$ cat config.mk
export PLATFORM = sky130hd
export DESIGN_NAME = counter_arbiter
export DESIGN_NICKNAME = d
export VERILOG_FILES = /design/src/rtl/counter_arbiter.sv
export SDC_FILE = /design/constraint.sdc
export NUM_CORES = 1
export LEC_CHECK = 0
export CAP_MARGIN = 20
export CELL_PAD_IN_SITES_DETAIL_PLACEMENT = 1
export CELL_PAD_IN_SITES_GLOBAL_PLACEMENT = 2
export CORE_MARGIN = 2
export CORE_UTILIZATION = 29
export DETAILED_ROUTE_END_ITERATION = 10
export MAX_ROUTING_LAYER = met4
export PLACE_DENSITY = 0.75
export SETUP_SLACK_MARGIN = 0.15
export SYNTH_ARGS = -nofsm -noshare
export SYNTH_HDL_FRONTEND = slang
export SYNTH_SLANG_ARGS = --single-unit
$ cat constraint.sdc
create_clock -name clock -period 2.1 [get_ports clock]
set_clock_uncertainty 0.15 [all_clocks]
set_input_delay 0.63 -clock clock [delete_from_list [all_inputs] [get_ports clock]]
set_output_delay 0.63 -clock clock [all_outputs]
set_load 0.05 [all_outputs]
$ cat src/rtl/counter_arbiter.sv
// Round-robin arbiter sharing one saturating event counter between two
// requesters: grant, clear, count owner strobes, pulse done at MAX.
module counter_arbiter #(
   parameter int CNT_W = 4
) (
   input  logic             clock,
   input  logic             clear,
   input  logic [1:0]       req,
   input  logic [1:0]       x,
   output logic [1:0]       gnt,
   output logic             busy,
   output logic [CNT_W-1:0] q,
   output logic [1:0]       g
);

   typedef enum logic [1:0] {
      IDLE,
      CLR,
      COUNT,
      DONE
   } state_t;

   localparam logic [CNT_W-1:0] MAX = '1;
   localparam logic [CNT_W-1:0] PRE = MAX - 1'b1;

   state_t           state;
   state_t           state_n;
   logic             owner;
   logic             owner_n;
   logic             last;
   logic             last_n;
   logic [1:0]       gnt_n;
   logic [1:0]       g_n;
   logic [CNT_W-1:0] q_n;
   logic             busy_n;
   logic             win;

   // Reset leaves last=1 so requester 0 wins the first tie.
   always_ff @(posedge clock or posedge clear) begin
      if (clear) begin
         state <= IDLE;
         owner <= 1'b0;
         last  <= 1'b1;
         gnt   <= '0;
         g     <= '0;
         q     <= '0;
         busy  <= 1'b0;
      end else begin
         state <= state_n;
         owner <= owner_n;
         last  <= last_n;
         gnt   <= gnt_n;
         g     <= g_n;
         q     <= q_n;
         busy  <= busy_n;
      end
   end

   always_comb begin
      state_n = state;
      owner_n = owner;
      last_n  = last;
      gnt_n   = gnt;
      g_n     = '0;
      q_n     = q;
      win     = 1'b0;

      unique case (state)
         IDLE: begin
            gnt_n = '0;
            unique case (1'b1)
               (req == 2'b11): win = ~last;
               (req == 2'b10): win = 1'b1;
               (req == 2'b01): win = 1'b0;
               default:        win = 1'b0;
            endcase
            if (req != 2'b00) begin
               owner_n = win;
               last_n  = win;
               gnt_n   = win ? 2'b10 : 2'b01;
               state_n = CLR;
            end
         end
         CLR: begin
            q_n     = '0;
            state_n = COUNT;
         end
         COUNT: begin
            // A dropped request wins over a same-cycle strobe.
            if (!req[owner]) begin
               gnt_n   = '0;
               state_n = IDLE;
            end else if (x[owner] && q != MAX) begin
               q_n = q + 1'b1;
               if (q == PRE) begin
                  g_n     = gnt;
                  state_n = DONE;
               end
            end
         end
         DONE: begin
            gnt_n   = '0;
            state_n = IDLE;
         end
         default: begin
            gnt_n   = '0;
            state_n = IDLE;
         end
      endcase

      busy_n = (state_n != IDLE);
   end

endmodule
; ---- Word level (Yosys, flattened, before mapping)
; Index checks and enable logic that the tools add are counted.
[totals]
input_bits = 6
register_bits = 13
out_inout_bits = 9
word_cells = 51
[classes]
n_reduce_logical = 9
magnitude_cmp = 1
n_addsub = 1
n_mux = 22
bitwise_logic = 1
eq_ne = 10
[ops]
columns = operator, n
row1 = 2-bit two-way mux, 11
row2 = "2-bit equality test, second input constant", 4
row3 = 4-bit two-way mux, 2
row4 = 2-bit case mux with 4 select lines, 1
row5 = 4-bit case mux with 2 select lines, 1
row6 = "2-bit != test, second input constant", 3
row7 = 2-bit case mux with 3 select lines, 1
row8 = 2-bit nonzero test, 3
row9 = 1-bit two-way mux, 5
row10 = "4-bit by 1-bit adder with 4-bit output, second input constant", 1
row11 = "4-bit equality test, second input constant", 1
row12 = "4-bit != test, second input constant", 1
row13 = 2-bit AND reduction, 2
row14 = 3-bit AND reduction, 1
row15 = 3-bit nonzero test, 1
row16 = "2-bit by 1-bit equality test with 1-bit output, second input constant", 1
row17 = 2-bit zero test, 1
row18 = "1-bit by 2-bit < comparator with 1-bit output, second input constant", 1
row19 = 1-bit case mux with 2 select lines, 1
row20 = 1-bit logical AND, 1
row21 = 1-bit NOT, 1

; ---- Logic depth before layout (Yosys ltp)
[depth]
depth_word = 7
mapped_depth = 5
mapped_depth_nobuf = 5

; ---- Worst setup path before layout
; Ideal clock, no wire load.
[synth_timing]
path_kind = register to register
startpoint = register q[0]
endpoint = register q[0]
setup_ps = 86
arrival_time_ps = 1592
required_ps = 1864
path_buffers = 0
period_less_slack_ps = 1827
path_slack_ps = 273
path_stages_with_launch = 5
path_cell_list = dfrtp_1 -> ha_1 -> and3_1 -> nor4_4 -> mux2i_1
[synth_between]
elab_chain_cells = 4
word_cells_on_any_way = 8
cone_classes = add/sub (1) / eq/ne (2) / mux (3) / reduce/logical (2)
[synth_lines]
columns = item, line
row1 = start: declaration, 12  ; output logic [CNT_W-1:0] q,
row2 = start signal: assignment, 54  ; q <= q_n;
row3 = 4-bit by 1-bit adder with 4-bit output / 4-bit != test (equally long branches), "94, 93"
row4 = 4-bit two-way mux / 1-bit logical AND (equally long branches), 93  ; end else if (x[owner] && q != MAX) begin
row5 = 4-bit two-way mux / 2-bit != test (equally long branches), --
row6 = 4-bit case mux with 2 select lines / 3-bit AND reduction (equally long branches), --
; Parallel ways exist; a longest one is shown, timed or not. The select of a mux whose other input is x is not followed.
; A chain may end at the register's enable or synchronous reset.

; ---- Final worst setup path
[layout_timing]
startpoint = input port req[0]
endpoint = register state[0]
[layout_between]
elab_chain_cells = 4
word_cells_on_any_way = 6
cone_classes = mux (5) / reduce/logical (1)
[layout_lines]
columns = item, line
row1 = start: declaration, 8  ; input logic [1:0] req,
row2 = 1-bit two-way mux (not written as such) (2 in a row), 90  ; if (!req[owner]) begin
row3 = 2-bit two-way mux, 90
row4 = 2-bit case mux with 4 select lines *, 68  ; unique case (state)
row5 = via state_n[0], 27  ; state_t state_n;
row6 = end signal: assignment, 49  ; state <= state_n;
row7 = end: declaration, 26  ; state_t state;
; The timed path passes the listed nets; every way through them passes the cells marked *. The select of a mux whose other input is x is not followed.

==> metrics <==
WHS about 0.37 ns; Initial DRC Count 5; CTS tree done; per-cell routed wire length ~12 um; IO Port Bufs 14; syn_nets 66; leak pwr 0.409 nW; status finished clean; mapped cell area 634 sq um; met3 Use GR 2.68%; met2 Use GR between 10% and 20%; worst slew pin tran 0.488 ns; root buf cell clkbuf_4; layout cell share with drive strength beyond 1 28.0%; Peak supply drop 0.546 mV; n_diodes 0; Die X 50.8 um; Final nets 91; post-cts sizing count 0; total power ~1.1 mW; CP delay by family, top buffers and inverters; share of the yosys chip area belonging to registers 51.5%; Critical Path Source Type input port; routability congestion estimate 0.742; slowest cell delay on critical path 0.44 ns; Core Region 2020 sq um; via count roughly 500; Final Hold Fails 0; placed cell areas 881 sq um; initial antenna violation count 0; Syn Area/Cell 10.9 sq um; die area 2580 sq um; Period Utilization, post-route approximately nine tenths; CP Cell Sequence clkdlybuf4s50_1 > mux2i_2 > nor4_1 > buf_4 > or2_2; later-pin clock latency in the skew report 0.27 ns; IO Pins 15; Final setup viols 0; grt ovf 0; maxcap violations 0; Setup Crit Path Kind in2reg; layer carrying the most global-route usage met2; Worst Path Buf+Inv 2; Rel. slew slack 67.5%; critical path arrival about 1.9 ns; drt first pass iters 3; Clock transition at path regs 0.08 ns; # rows 16; Hold WC Path Type reg2reg; RSZ-0062 raised after global routing no; H-tree lvl count 1; CTS Buf Count 3; Sinks on Clock Net 13; critical path required time 2.11 ns; met1 usage 15.8%; P&R area growth vs syn 43.0%; vias in the first global route 488; first-pass GRT wire length about 2.2 mm; slowest stage cell, crit path clkdlybuf4s50_1; CTS Hold Buffers Added 0; Max Freq 0.525 GHz; Routed WL 1.31 mm; setup bufs post-CTS 0; largest net degree at the start of global routing 14; Worst Setup End Kind flip-flop; Final Util 44.9%; clock buffer depth 2; dpl cells around 110; Antenna Violating Nets Remaining 0; Non-Filler Instances 109; Final Instance Area 907 sq um; Initial Utilization 31.4%; Detailed Place HPWL 1.07 mm; Power per Cell Area 1230 nW/um^2; cell count after synthesis 58; Yosys warning count 0; Vias/cell 4.61; Die Y 50.8 um; Yosys cell types 24; DRC 0; total global-route track usage 12.0%; #FFs+latches synth 13; max-slew violation count 0; Min Clock Period, post-route around 1.9 ns; critical path fanouts, max 4
## cell type report
cell class | instances | area [sq um]
Clock buffer | 4 | 26.3
Fill cell | 237 | 1110
Inverter | 7 | 26.3
Multi-Input combinational cell | 38 | 282
Sequential cell | 13 | 327
Tap cell | 27 | 33.8
Timing Repair Buffer | 20 | 213
## metrics by stage
stage               TNS, ns  worst slack (ns)
floorplan                 0             0.273
global placement    -0.0656           -0.0503
detailed placement   -0.268            -0.116
CTS                       0             0.189
global route              0             0.154
finish                    0             0.194
## routing by layer
| layer | vias up | routed length [um] |
|---|---|---|
| met4 | 0 | 14 |
| met2 | 11 | 644 |
| met5 | - | 0 |
| li1 | 247 | - |
| met1 | 243 | 601 |
| met3 | 2 | 48 |
## report_power, final
part           switching (mW)  internal [mW]  total, mW
sequential             0.0943          0.337      0.432
clock                  0.0785         0.0736      0.152
combinational           0.302          0.229      0.531
total                   0.475          0.640       1.12
## sequential cells by signal, summed over array words and instances, names as in the netlist
register / flops
q: 4
g: 2
gnt: 2
state: 2
busy: 1
last: 1
owner: 1
## worst min-delay path, stage by stage (launching register included)
cell and delay (ns):
dfstp_2 0.38, nor2_1 0.09, a21oi_1 0.05
## cells in the mapped netlist
cell      number  share of area (%)
dfrtp_1       12                 47
inv_1          7                4.1
mux2i_1        5                7.9
nand2_1        5                3.0
o21ai_0        3                2.4
and2_1         2                2.0
ha_1           2                3.9
nand2b_1       2                2.0
nor2_1         2                1.2
nor3b_1        2                2.4
nor4_1         2                2.0
o21a_1         2                2.4
a21oi_1        1               0.79
a22o_1         1                1.4
and3_1         1               0.99
dfstp_2        1                4.1
mux2i_2        1                2.2
nand2b_2       1                1.4
nand3_1        1               0.79
nand4b_1       1                1.4
nor3_1         1               0.79
nor4_4         1                3.4
or2_2          1               0.99
xor2_1         1                1.4
## placed cells by master, fill, tap and decap left out
| cell type | netlist | layout |
|---|---|---|
| a21oi_1 | 1 | 1 |
| a22o_1 | 1 | 1 |
| and2_1 | 2 | 2 |
| and3_1 | 1 | 1 |
| buf_12 | 0 | 4 |
| buf_4 | 0 | 11 |
| clkbuf_1 | 0 | 1 |
| clkbuf_4 | 0 | 3 |
| clkdlybuf4s50_1 | 0 | 5 |
| dfrtp_1 | 12 | 12 |
| dfstp_2 | 1 | 1 |
| ha_1 | 2 | 2 |
| inv_1 | 7 | 7 |
| mux2i_1 | 5 | 5 |
| mux2i_2 | 1 | 1 |
| nand2_1 | 5 | 5 |
| nand2b_1 | 2 | 2 |
| nand2b_2 | 1 | 1 |
| nand3_1 | 1 | 1 |
| nand4b_1 | 1 | 1 |
| nor2_1 | 2 | 2 |
| nor3_1 | 1 | 1 |
| nor3b_1 | 2 | 2 |
| nor4_1 | 2 | 2 |
| nor4_4 | 1 | 1 |
| o21a_1 | 2 | 2 |
| o21ai_0 | 3 | 3 |
| or2_2 | 1 | 1 |
| xor2_1 | 1 | 1 |
## kinds of logic after synthesis
family	share of synthesized area, %
xor+xnor	1.38
compound gates	6.90
mux	10.1
flops	51.5
buf+inv	4.14
simple gates	22.1
fa+ha+maj	3.94
## worst paths after layout
path                         from  endpoint  slack, ns  cells past startpoint
hold / removal               last      last       0.37                      2
max in group asynchronous   clear      last       0.92                      2
min in group asynchronous   clear      q[1]       0.52                      2
setup / recovery           req[0]  state[0]       0.19                      5
hold reg to reg              last      last       0.37                      2
setup reg to reg             q[0]      q[0]       0.36                      4
Note: power is estimated with default switching activity, not from simulation.
